File: src/rtl/grid_sequencer_if.sv
// rtl/grid_sequencer_if.sv - pixel streams, grid drive and status bundle for grid_sequencer (optional GRID_SEQ_FRAME_CNT_EN)
interface grid_sequencer_if;
  // input pixel stream and frame configuration
  logic [7:0]  s_data;
  logic        s_valid;
  logic        s_ready;
  logic [7:0]  iter_count;
  // output pixel stream
  logic [7:0]  m_data;
  logic        m_valid;
  logic        m_ready;
  // grid drive and grid last-cell readback
  logic [2:0]  operation;
  logic [7:0]  grid_data_in;
  logic [7:0]  grid_data_out;
  // status
  logic        busy;
  logic        frame_done;
`ifdef GRID_SEQ_FRAME_CNT_EN
  logic [15:0] frame_count;

  modport master (
    input  s_data, s_valid, iter_count, m_ready, grid_data_out,
    output s_ready, m_data, m_valid, operation, grid_data_in, busy, frame_done, frame_count
  );

  modport slave (
    output s_data, s_valid, iter_count, m_ready, grid_data_out,
    input  s_ready, m_data, m_valid, operation, grid_data_in, busy, frame_done, frame_count
  );
`else
  modport master (
    input  s_data, s_valid, iter_count, m_ready, grid_data_out,
    output s_ready, m_data, m_valid, operation, grid_data_in, busy, frame_done
  );

  modport slave (
    output s_data, s_valid, iter_count, m_ready, grid_data_out,
    input  s_ready, m_data, m_valid, operation, grid_data_in, busy, frame_done
  );
`endif
endinterface

File: src/rtl/grid_sequencer.sv
// rtl/grid_sequencer.sv - load/step/unload sequencer for the CA pixel grid (optional GRID_SEQ_FRAME_CNT_EN adds frame_count)
module grid_sequencer #(
  parameter int         M        = 4,
  parameter int         N        = 4,
  parameter logic [2:0] OP_HOLD  = 3'd0,
  parameter logic [2:0] OP_SHIFT = 3'd1,
  parameter logic [2:0] OP_STEP  = 3'd2
) (
  input logic              clk,
  input logic              reset,
  grid_sequencer_if.master bus
);

  localparam int FRAME = M * N;
  localparam int CW    = $clog2(FRAME + 1);
  localparam logic [CW-1:0] LAST_IDX = CW'(FRAME - 1);

  typedef enum logic [1:0] {
    LOAD   = 2'd0,
    RUN    = 2'd1,
    UNLOAD = 2'd2
  } state_t;

  state_t        state_q, state_d;
  logic [CW-1:0] pix_cnt_q, pix_cnt_d;
  logic [7:0]    iter_q, iter_d;
  logic [7:0]    m_data_q, m_data_d;
  logic          m_valid_q, m_valid_d;
  logic          frame_done_q, frame_done_d;
  logic [2:0]    op_c;
  logic [7:0]    gdi_c;
  logic          s_ready_c;
  logic          slot_c;

  // Next-state logic and the combinational grid drive for the current phase
  always_comb begin
    state_d      = state_q;
    pix_cnt_d    = pix_cnt_q;
    iter_d       = iter_q;
    m_data_d     = m_data_q;
    // a held output drops once the sink takes it, unless a new capture replaces it below
    m_valid_d    = m_valid_q && !bus.m_ready;
    frame_done_d = 1'b0;
    op_c         = OP_HOLD;
    gdi_c        = 8'h00;
    s_ready_c    = 1'b0;
    slot_c       = 1'b0;

    case (state_q)
      LOAD: begin
        s_ready_c = 1'b1;
        if (bus.s_valid) begin
          op_c  = OP_SHIFT;
          gdi_c = bus.s_data;
          if (pix_cnt_q == LAST_IDX) begin
            pix_cnt_d = '0;
            iter_d    = bus.iter_count;
            state_d   = (bus.iter_count != 8'd0) ? RUN : UNLOAD;
          end else begin
            pix_cnt_d = pix_cnt_q + CW'(1);
          end
        end
      end

      RUN: begin
        op_c   = OP_STEP;
        iter_d = iter_q - 8'd1;
        // iter_q never reaches 0 here: a zero count bypasses RUN entirely
        if (iter_q <= 8'd1) begin
          state_d = UNLOAD;
        end
      end

      UNLOAD: begin
        slot_c = !m_valid_q || bus.m_ready;
        if (slot_c) begin
          // grid_data_out is the last cell before this shift lands
          op_c      = OP_SHIFT;
          m_data_d  = bus.grid_data_out;
          m_valid_d = 1'b1;
          if (pix_cnt_q == LAST_IDX) begin
            pix_cnt_d    = '0;
            state_d      = LOAD;
            frame_done_d = 1'b1;
          end else begin
            pix_cnt_d = pix_cnt_q + CW'(1);
          end
        end
      end

      default: begin
        state_d = LOAD;
      end
    endcase

    // the grid is cleared by the same reset, so nothing may be issued to it meanwhile
    if (reset) begin
      op_c      = OP_HOLD;
      gdi_c     = 8'h00;
      s_ready_c = 1'b1;
    end
  end

  // State, counters and the registered output stage
  always_ff @(posedge clk) begin
    if (reset) begin
      state_q      <= LOAD;
      pix_cnt_q    <= '0;
      iter_q       <= '0;
      m_data_q     <= '0;
      m_valid_q    <= 1'b0;
      frame_done_q <= 1'b0;
    end else begin
      state_q      <= state_d;
      pix_cnt_q    <= pix_cnt_d;
      iter_q       <= iter_d;
      m_data_q     <= m_data_d;
      m_valid_q    <= m_valid_d;
      frame_done_q <= frame_done_d;
    end
  end

`ifdef GRID_SEQ_FRAME_CNT_EN
  logic [15:0] frame_count_q;

  // Completed-frame counter, wraps naturally at 16 bits
  always_ff @(posedge clk) begin
    if (reset) begin
      frame_count_q <= '0;
    end else if (frame_done_q) begin
      frame_count_q <= frame_count_q + 16'd1;
    end
  end

  assign bus.frame_count = frame_count_q;
`endif

  assign bus.operation    = op_c;
  assign bus.grid_data_in = gdi_c;
  assign bus.s_ready      = s_ready_c;
  assign bus.m_data       = m_data_q;
  assign bus.m_valid      = m_valid_q;
  assign bus.busy         = (state_q != LOAD);
  assign bus.frame_done   = frame_done_q;

endmodule

File: src/flat_wrapper.sv
// flat-port wrapper written by rule: the top's interface ports become plain ports
module grid_sequencer_flat 
#(
  parameter int         M        = 4,
  parameter int         N        = 4,
  parameter logic [2:0] OP_HOLD  = 3'd0,
  parameter logic [2:0] OP_SHIFT = 3'd1,
  parameter logic [2:0] OP_STEP  = 3'd2
)
  (clk, reset, bus_s_data, bus_s_valid, bus_iter_count, bus_m_ready, bus_grid_data_out, bus_s_ready, bus_m_data, bus_m_valid, bus_operation, bus_grid_data_in, bus_busy, bus_frame_done);
  grid_sequencer_if bus_i ();
  input logic clk;
  input logic reset;
  input wire logic [$bits(bus_i.s_data)-1:0] bus_s_data;
  input wire logic [$bits(bus_i.s_valid)-1:0] bus_s_valid;
  input wire logic [$bits(bus_i.iter_count)-1:0] bus_iter_count;
  input wire logic [$bits(bus_i.m_ready)-1:0] bus_m_ready;
  input wire logic [$bits(bus_i.grid_data_out)-1:0] bus_grid_data_out;
  output wire logic [$bits(bus_i.s_ready)-1:0] bus_s_ready;
  output wire logic [$bits(bus_i.m_data)-1:0] bus_m_data;
  output wire logic [$bits(bus_i.m_valid)-1:0] bus_m_valid;
  output wire logic [$bits(bus_i.operation)-1:0] bus_operation;
  output wire logic [$bits(bus_i.grid_data_in)-1:0] bus_grid_data_in;
  output wire logic [$bits(bus_i.busy)-1:0] bus_busy;
  output wire logic [$bits(bus_i.frame_done)-1:0] bus_frame_done;
  assign bus_i.s_data = bus_s_data;
  assign bus_i.s_valid = bus_s_valid;
  assign bus_i.iter_count = bus_iter_count;
  assign bus_i.m_ready = bus_m_ready;
  assign bus_i.grid_data_out = bus_grid_data_out;
  assign bus_s_ready = bus_i.s_ready;
  assign bus_m_data = bus_i.m_data;
  assign bus_m_valid = bus_i.m_valid;
  assign bus_operation = bus_i.operation;
  assign bus_grid_data_in = bus_i.grid_data_in;
  assign bus_busy = bus_i.busy;
  assign bus_frame_done = bus_i.frame_done;
  grid_sequencer #(.M(M), .N(N), .OP_HOLD(OP_HOLD), .OP_SHIFT(OP_SHIFT), .OP_STEP(OP_STEP)) u_core (.clk(clk), .reset(reset), .bus(bus_i));
endmodule
File: config.mk
export PLATFORM = sky130hd
export DESIGN_NAME = grid_sequencer_flat
export DESIGN_NICKNAME = d
export VERILOG_FILES = /design/src/rtl/grid_sequencer_if.sv /design/src/rtl/grid_sequencer.sv /design/src/flat_wrapper.sv
export SDC_FILE = /design/constraint.sdc
export NUM_CORES = 1
export LEC_CHECK = 0
export BUFFER_PORTS_ARGS = -buffer_cell sky130_fd_sc_hd__buf_2
export CORE_UTILIZATION = 39
export DETAILED_ROUTE_END_ITERATION = 7
export GPL_TIMING_DRIVEN = 1
export PLACE_DENSITY_LB_ADDON = 0.3
export SETUP_SLACK_MARGIN = 0.2
export SLEW_MARGIN = 0
export SYNTH_ARGS = -nofsm -noshare
export SYNTH_HDL_FRONTEND = slang
export SYNTH_SLANG_ARGS = --single-unit
File: constraint.sdc
create_clock -name clk -period 2.12 [get_ports clk]
set_input_delay 0.106 -clock clk [delete_from_list [all_inputs] [get_ports clk]]
set_output_delay 0.106 -clock clk [all_outputs]
set_load 0.01 [all_outputs]
After elaboration in Yosys (flattened, before gate mapping)
Cells that the tools add are included.

storage, ports and cells
  output and inout port bits = 23
  bits of input ports = 28
  bits in registers = 25
  logic and storage cells = 59

operators by class
  add/sub/neg operators = 2
  equal/unequal tests = 8
  magnitude comparators = 1
  bitwise logic cells = 2
  mux-type cells = 26
  reduce and logical (&&, ||, !) cells = 14

operators by type and width
  cell                                                 count
  2-to-1 mux 8 bit                                     5
  case mux 8 bit (2 select lines)                      1
  2-to-1 mux 5 bit                                     3
  2-to-1 mux 2 bit                                     6
  case mux 5 bit (2 select lines)                      1
  case mux 3 bit (3 select lines)                      1
  <= comparator 8 x 1 -> 1 bit, second input constant  1
  != test 2 x 1 -> 1 bit, second input constant        4
  nonzero test 8 bit                                   1
  subtractor 8 x 1 -> 8 bit, second input constant     1
  2-to-1 mux 1 bit                                     7
  case mux 2 bit (3 select lines)                      1
  AND reduction 3 bit                                  2
  nonzero test 2 bit                                   3
  adder 5 x 1 -> 5 bit, second input constant          1
  == test 5 x 4 -> 1 bit, second input constant        1
  AND reduction 5 bit                                  1
  2-to-1 mux 3 bit                                     1
  OR reduction 3 bit                                   1
  == test 2 x 1 -> 1 bit, second input constant        1
  == test 2 bit, second input constant                 1
  zero test 1 bit                                      2
  zero test 2 bit                                      1
  != test 2 bit, second input constant                 1
  4 further kinds                                      5

Longest topological paths before layout
Gate-level depths: netlist (run 1).

  word-level depth = 5
  gate-level depth with buffers = 6

Worst setup path before layout (run 1)
No wires, ideal clock.

  kind = reg-to-reg
  from = register u_core.pix_cnt_q[0]
  to = register u_core.iter_q[3]
  data required time = 2.017 ns
  slack = 0.605 ns
  data arrival time = 1.412 ns
  cell stages (with the launch flop) = 6
  buffers on the path = 0
  path through = dfxtp_1 -> ha_1 -> nand4b_2 -> nor3_4 -> nor3_2 -> a2111oi_2

between the ends
  longest elaborated chain between the ends = 3

RTL lines
  element                                  RTL line               RTL
  start: declaration                       grid_sequencer.sv:25   logic [CW-1:0] pix_cnt_q, pix_cnt_d;
  start signal: assignment                 grid_sequencer.sv:115  pix_cnt_q <= pix_cnt_d;
  == test 5 x 4 -> 1 bit                   grid_sequencer.sv:55   if (pix_cnt_q == LAST_IDX) begin
  != test 2 x 1 -> 1 bit (no source line)  --
  AND reduction 3 bit (no source line)     --
  end signal: assignment                   grid_sequencer.sv:116  iter_q <= iter_d;
  end: declaration                         grid_sequencer.sv:26   logic [7:0] iter_q, iter_d;

Every way passes these cells.
A chain may end at the register's enable or synchronous reset.

Worst setup path after layout (run 1)
  from = register u_core.state_q[0]
  to = output bus_grid_data_in[7]

between the ends
  longest elaborated chain between the ends = 3

RTL lines
  element                   RTL line               RTL
  start: declaration        grid_sequencer.sv:24   state_t state_q, state_d;
  start signal: assignment  grid_sequencer.sv:114  state_q <= state_d;
  zero test 2 bit           grid_sequencer.sv:49   case (state_q)
  2-to-1 mux 8 bit          grid_sequencer.sv:49
  2-to-1 mux 8 bit          grid_sequencer.sv:97   if (reset) begin
  end: declaration          flat_wrapper.sv:23     output wire logic [$bits(bus_i.grid_data_in)-1:0] bus_grid_data_in;

Every way passes these cells.

==> results.md, run 1 <==
* Run status: finished clean
* Largest net degree at the start of global routing at 30
* CTS Sinks at 25
* IO Port Bufs at 49
* DRC Markers at 0
* Slowest stage cell on the critical path: dfxtp_1
* CP delay by family, top: simple AND/OR/NAND/NOR gates
* Fmax at 0.557 GHz
* Seq/Total Area, Yosys at 38.0%
* Initial DRC Count at 100
* EDFF count, synth at 0
* Via Count at 1,272
* Post-Synth Simple-Gate Area at 31.1%
* Post-Synth XOR/XNOR Area at 2.00%
* Clock buffer depth at 2
* Crit-path max FO at 8
* Area grow syn2layout at 24.8%
* Top cell type's share of synthesized area at 38.0%
* Final-report max-slew violation count at 0
* Total iterations of the first detailed-routing run at 4
* Reg-to-Reg Start: u_core.pix_cnt_q[0]
* Synth top area cells: dfxtp_1 38%, mux2i_1 7.6%, nor2_1 4.8%
* Clk_skew at 0.00982 ns
* Post-layout min period at 1.79 ns
* LEAKAGE at 0.000722 µW
* Power per cell area at 466 nW/µm²
* Nets at 225
* CTS H-Tree Depth at 1
* Yosys reg bits at 25
* TritonCTS Buffers at 3
* Met2 WL at 1630 µm
* M1 WL at 1270 µm
* Max incr delay on CP at 0.41 ns
* Number of global-route vias before repair at 1,158
* DR WL/cell at 13.0 µm
* Min-delay worst type: input pin to flop
* Hold Crit Start: bus_grid_data_out[5]
* Starting Density at 42.1%
* Multiplexer share of the synthesized area at 7.60%
* Die Span X at 60.1 µm
* Cts hold-fix bufs at 0
* Area after detailed placement at 1590 µm²
* GRT Util Overall at 17.6%
* Asr flop ratio synth at 0%
* Dominant cell type by area after synthesis: dfxtp_1
* Metal3 WL at 133 µm
* Worst Setup Path Type: flop to primary output
* RSZ-0062 raised after global routing: false
* First-pass GRT wire length at 4810 µm
* Most common library cells after synthesis: 25 x dfxtp_1, 17 x nor2_1, 10 x mux2i_1
* Antenna violations before repair at 0
* Top_reg_cell synth: dfxtp_1
* # IOs at 51
* Die Ht at 60.1 µm
* R2r endpoint: u_core.iter_q[3]
* Max-cap viol count at 0
* # rows at 20
* Synth warn at 0
* Distinct cells, synth at 47
* Final Hold Fails at 0
* Setup slack, reg-to-reg at 0.45 ns
* Hold depth at 3
* Die area at 3610 µm²
* Syn Nets at 174
* Setup TNS at 0 ns
* Top-count cell post-synth: dfxtp_1
* DRT antenna net count at 0
* Clk_lat worst skew at 0.32 ns
* Layout cells sized above 1 at 34.7%
* Startpoint types: flop
* Critical Path Stages at 4
* Share of synthesized cell area in full adder, half adder and majority cells at 2.85%
* Worst Path Required at 2.01 ns
* Gate Count Post-Synth at 143
* Synthesized area at 1320 µm²
* Critical Path AT at 1.69 ns
* Top layer in use: met4
* Finish-stage setup viols at 0
* Main combinational cell family by area after synthesis: simple AND/OR/NAND/NOR gates
* CTS tree: done
* Fin area at 1640 µm²
* Buf/Inv on CP at 1
* Final Cycle Share at 84.6%
* Detailed Place HPWL at 2320 µm
* Max VDD drop at 0.329 mV
* CP cell instances: or2_1 > nor3_2 > and2_1 > buf_2
* Grt total ovfl at 0
* Crit end category: primary output
* R2r worst-path depth at 5
* Core Region at 3130 µm²
* Post-Route WL at 3070 µm
* Via density per instance at 5.37
* Slew @ Worst Pin at 0.534 ns
* Global placer's final weighted congestion at 0.868
* Filler Cell Count at 307
* Hold endpoint: u_core.bus.m_data[5]
* Post-synthesis compound-gate area fraction at 15.0%
* Clock root buffer: clkbuf_4
* Clock transition at the registers of the reported paths at 0.14 ns
* Synth Area per Inst at 9.20 µm²
* Worst rel slew slack at 64.4%
* Ant diodes at 0
flip-flops by register name, summed over array words and instances, names as in the netlist:
name and count:
u_core.bus.frame_done 1, u_core.bus.m_data 8, u_core.bus.m_valid 1, u_core.iter_q 8
u_core.pix_cnt_q 5, u_core.state_q 2
logic make-up after synthesis:
group | count (synthesis)
AOI/OAI and AO/OA | 27
xor gates and xnor gates | 3
adders and majority gates | 3
buffers and inverters | 8
DFF | 25
muxes | 10
other | 1
and+or+nand+nor | 66
how the worst max path moves through the flow:
stage                                    from                   to
final                       u_core.state_q[0]  bus_grid_data_in[7]
after global routing        u_core.state_q[0]  bus_grid_data_in[5]
after CTS                   u_core.state_q[0]  bus_grid_data_in[7]
after detailed placement  u_core.pix_cnt_q[0]     u_core.iter_q[3]
after global placement    u_core.pix_cnt_q[0]     u_core.iter_q[3]
after floorplan           u_core.pix_cnt_q[0]     u_core.iter_q[3]
report_power, final:
part | internal (µW) | switching (µW)
registers | 474 | 4.15
logic | 35.1 | 37.8
clock network | 70.6 | 145
total | 579 | 187
layer usage:
| layer | vias to the layer above | GRT usage (%) |
|---|---|---|
| met5 | - | 0 |
| met4 | 0 | 8.31 |
| met3 | 4 | 4.33 |
| met2 | 40 | 30.3 |
| met1 | 611 | 20.2 |
| li1 | 617 | - |
what timing repair did:
action | in CTS | in global routing
setup endpoints to repair | 8 | 2
pin swaps | 0 | 1
buffers inserted | 0 | 2
gates resized for setup | 1 | 1
gates cloned | 0 | 0
final cells by class:
| cell class | count | area, µm² | area share, % |
|---|---|---|---|
| Tap cell | 44 | 55.1 | 3.35 |
| Clock buffer | 3 | 22.5 | 1.37 |
| Inverter | 3 | 11.3 | 0.685 |
| Timing Repair Buffer | 51 | 260 | 15.8 |
| Clock inverter | 1 | 5.00 | 0.305 |
| Multi-Input combinational cell | 110 | 788 | 48.0 |
| Sequential cell | 25 | 500 | 30.5 |
per-stage QoR:
stage / util (%) / setup WS (ns) / hold WS, ns / instances / power [µW]
finish: 52.5 / 0.326 / 0.00906 / 237 / 766
global route: 52.5 / 0.205 / 0.0107 / 237 / 798
CTS: 51.8 / 0.308 / 0.00294 / 235 / 775
detailed placement: 50.7 / 0.367 / 0.352 / 231 / 560
global placement: 50.7 / 0.474 / 0.340 / 231 / 557
floorplan: - / 0.605 / 0.253 / 143 / 522
cells in the final DEF, fill, tap and decap left out, types with 3 or more instances in the layout:
cell type	netlist	routed
clkbuf_4	0	3
nor3_2	2	3
nand2_1	4	4
o21ai_0	3	3
mux2i_1	10	10
nand3_1	6	6
a22oi_1	3	3
ha_1	3	3
inv_1	3	3
buf_2	0	49
nor2_1	17	17
dfxtp_1	25	25
nand2b_1	5	5
nor2b_1	3	3
a21oi_1	7	7
and2_1	8	8
nor4_1	4	4
worst register-to-register path: stages, from the launching register on:
cell and delay, ns:
dfxtp_1 0.42, ha_1 0.26, nand4b_4 0.21, nor3_4 0.31
nor3_2 0.08, a2111oi_2 0.32
No activity file was read; power rests on OpenSTA's default activity.
==> inputs of run 2 (changes only) <==
==> constraint.sdc (replaced) <==
create_clock -name clk -period 1.9 [get_ports clk]
set_input_delay 0.095 -clock clk [delete_from_list [all_inputs] [get_ports clk]]
set_output_delay 0.095 -clock clk [all_outputs]
set_load 0.01 [all_outputs]
==> run 2 against run 1 <==
Compared with the run above:
- clock power rose by 18%
- combinational power rose by 25%
- sequential power up 11%
- critical path type unchanged
- critical endpoint unchanged
- highest routed layer unchanged
==> results.md, run 2 (synthesis results as in run 1) <==
* Run status: finished clean
* Max incr delay on CP at 0.40 ns
* R2r endpoint: u_core.iter_q[3]
* Switching share of power at 25.3%
* Worst Path Required at 1.80 ns
* Min-delay worst type: input pin to flop
* Die area at 3610 µm²
* Commonest non-fill, non-tap cells in the layout: 49 x buf_2, 21 x dfxtp_1, 17 x nor2_1
* First-pass GRT wire length at 5190 µm
* Nets at 240
* Clock buffer depth at 2
* Total iterations of the first detailed-routing run at 4
* Final Hold Fails at 0
* Detailed Place HPWL at 2300 µm
* # rows at 20
* Antenna violations before repair at 0
* Clock transition at the registers of the reported paths at 0.15 ns
* Hold Crit Start: bus_grid_data_out[0]
* Fmax at 0.613 GHz
* Via density per instance at 5.11
* Reg-to-Reg Start: u_core.pix_cnt_q[0]
* Final-report max-slew violation count at 0
* Area grow syn2layout at 37.5%
* Fin cells at 252
* Crit-path max FO at 8
* RSZ-0062 raised after global routing: false
* DRT antenna net count at 0
* IO Port Bufs at 49
* CTS Sinks at 25
* Final Cycle Share at 85.8%
* DP Cell Count at 231
* Finish-stage setup viols at 0
* TritonCTS Buffers at 3
* Critical path origin: u_core.state_q[1]
* Die Span X at 60.1 µm
* CTS tree: done
* CP cell instances: or2_4 > nor3_4 > and2_1 > buf_2
* Slowest stage cell on the critical path: dfxtp_4
* Power per cell area at 484 nW/µm²
* Post-Route WL at 3300 µm
* Global placer's final weighted congestion at 0.869
* Internal cell power at 653 µW
* DRC Markers at 0
* Total Power at 875 µW
* DR WL/cell at 13.1 µm
* Hold endpoint: u_core.bus.m_data[0]
* Initial DRC Count at 82
* Worst rel slew slack at 62.3%
* Clk_skew at 0.00749 ns
* Crit end category: primary output
* Switch Pwr at 222 µW
* Setup TNS at 0 ns
* Critical Path AT at 1.54 ns
* Startpoint types: flop
* Comb power frac at 10.4%
* Core Region at 3130 µm²
* Slew @ Worst Pin at 0.566 ns
* Starting Density at 42.1%
* Largest net degree at the start of global routing at 30
* Setup slack, reg-to-reg at 0.32 ns
* LEAKAGE at 0.000797 µW
* Grt total ovfl at 0
* Worst Setup Path Type: flop to primary output
* R2r worst-path depth at 5
* Max-cap viol count at 0
* Clk_lat worst skew at 0.32 ns
* Layout cells sized above 1 at 39.9%
* GRT Util Overall at 18.9%
* Max VDD drop at 0.212 mV
* # IOs at 51
* Number of global-route vias before repair at 1,164
* Via Count at 1,287
* Clock power frac at 28.9%
* Post-layout util at 57.8%
* Setup WS post-layout at 0.270 ns
* Leading cell type in the layout, fill and taps excluded: buf_2
* Clock root buffer: clkbuf_4
* Die Ht at 60.1 µm
* Hold depth at 3
* CTS H-Tree Depth at 1
* Post-layout min period at 1.63 ns
* Placement Setup Slack at 0.156 ns
* Ant diodes at 0
* Flop pwr share at 60.7%
[run 2: through the flow]
| stage | cell area [µm²] | hold slack, ns |
|---|---|---|
| 3_5_place_dp | 1590 | 0.339 |
| 5_1_grt | 1810 | 0.00392 |
| 3_3_place_gp | 1590 | 0.329 |
| 2_1_floorplan | 1320 | 0.242 |
| 4_1_cts | 1700 | 0.000497 |
| 6_report | 1810 | 0.00442 |
[run 2: worst max path at each step]
| stage | slack, ns | end | cells past startpoint |
|---|---|---|---|
| after global routing | 0.20 | u_core.iter_q[3] | 5 |
| after CTS | 0.21 | u_core.iter_q[3] | 5 |
| after floorplan | 0.39 | u_core.iter_q[3] | 5 |
| after global placement | 0.25 | u_core.iter_q[3] | 5 |
| final | 0.27 | bus_grid_data_in[7] | 4 |
| after detailed placement | 0.16 | u_core.iter_q[3] | 5 |
[run 2: cell type report]
type	count	area, µm²
Clock inverter	1	7.51
Multi-Input combinational cell	110	817
Inverter	3	11.3
Sequential cell	25	510
Timing Repair Buffer	66	385
Tap cell	44	55.1
Fill cell	283	1320
Clock buffer	3	22.5
[run 2: metal layers]
layer	GRT usage, %	up-vias	wire, µm
met1	22.1	619	1390
li1	-	645	-
met3	3.68	2	97
met4	5.98	0	20
met5	0	-	0
met2	34.1	21	1800
[run 2: timing repair]
item,4_1_cts,5_1_grt
endpoints found under the hold margin,5,0
endpoints found under the setup margin,12,17
pin swaps,1,4
hold buffers,5,0
resized for setup,4,9
setup buffers,2,10
gates cloned,0,0
[run 2: critical path, delay by kind of cell (launching register included)]
kind                   cells  cell delay (ns)
buffers and inverters      1             0.12
flip-flops                 1             0.40
AND/OR/NAND/NOR            3             0.69
[run 2: power by group through the flow]
stage	clock network (µW)	logic, µW	registers [µW]
after global placement	0	78.1	544
after global routing	273	101	532
final	253	90.9	531
after CTS	260	91.0	533
after detailed placement	0	80.1	544
after floorplan	0	39.5	543
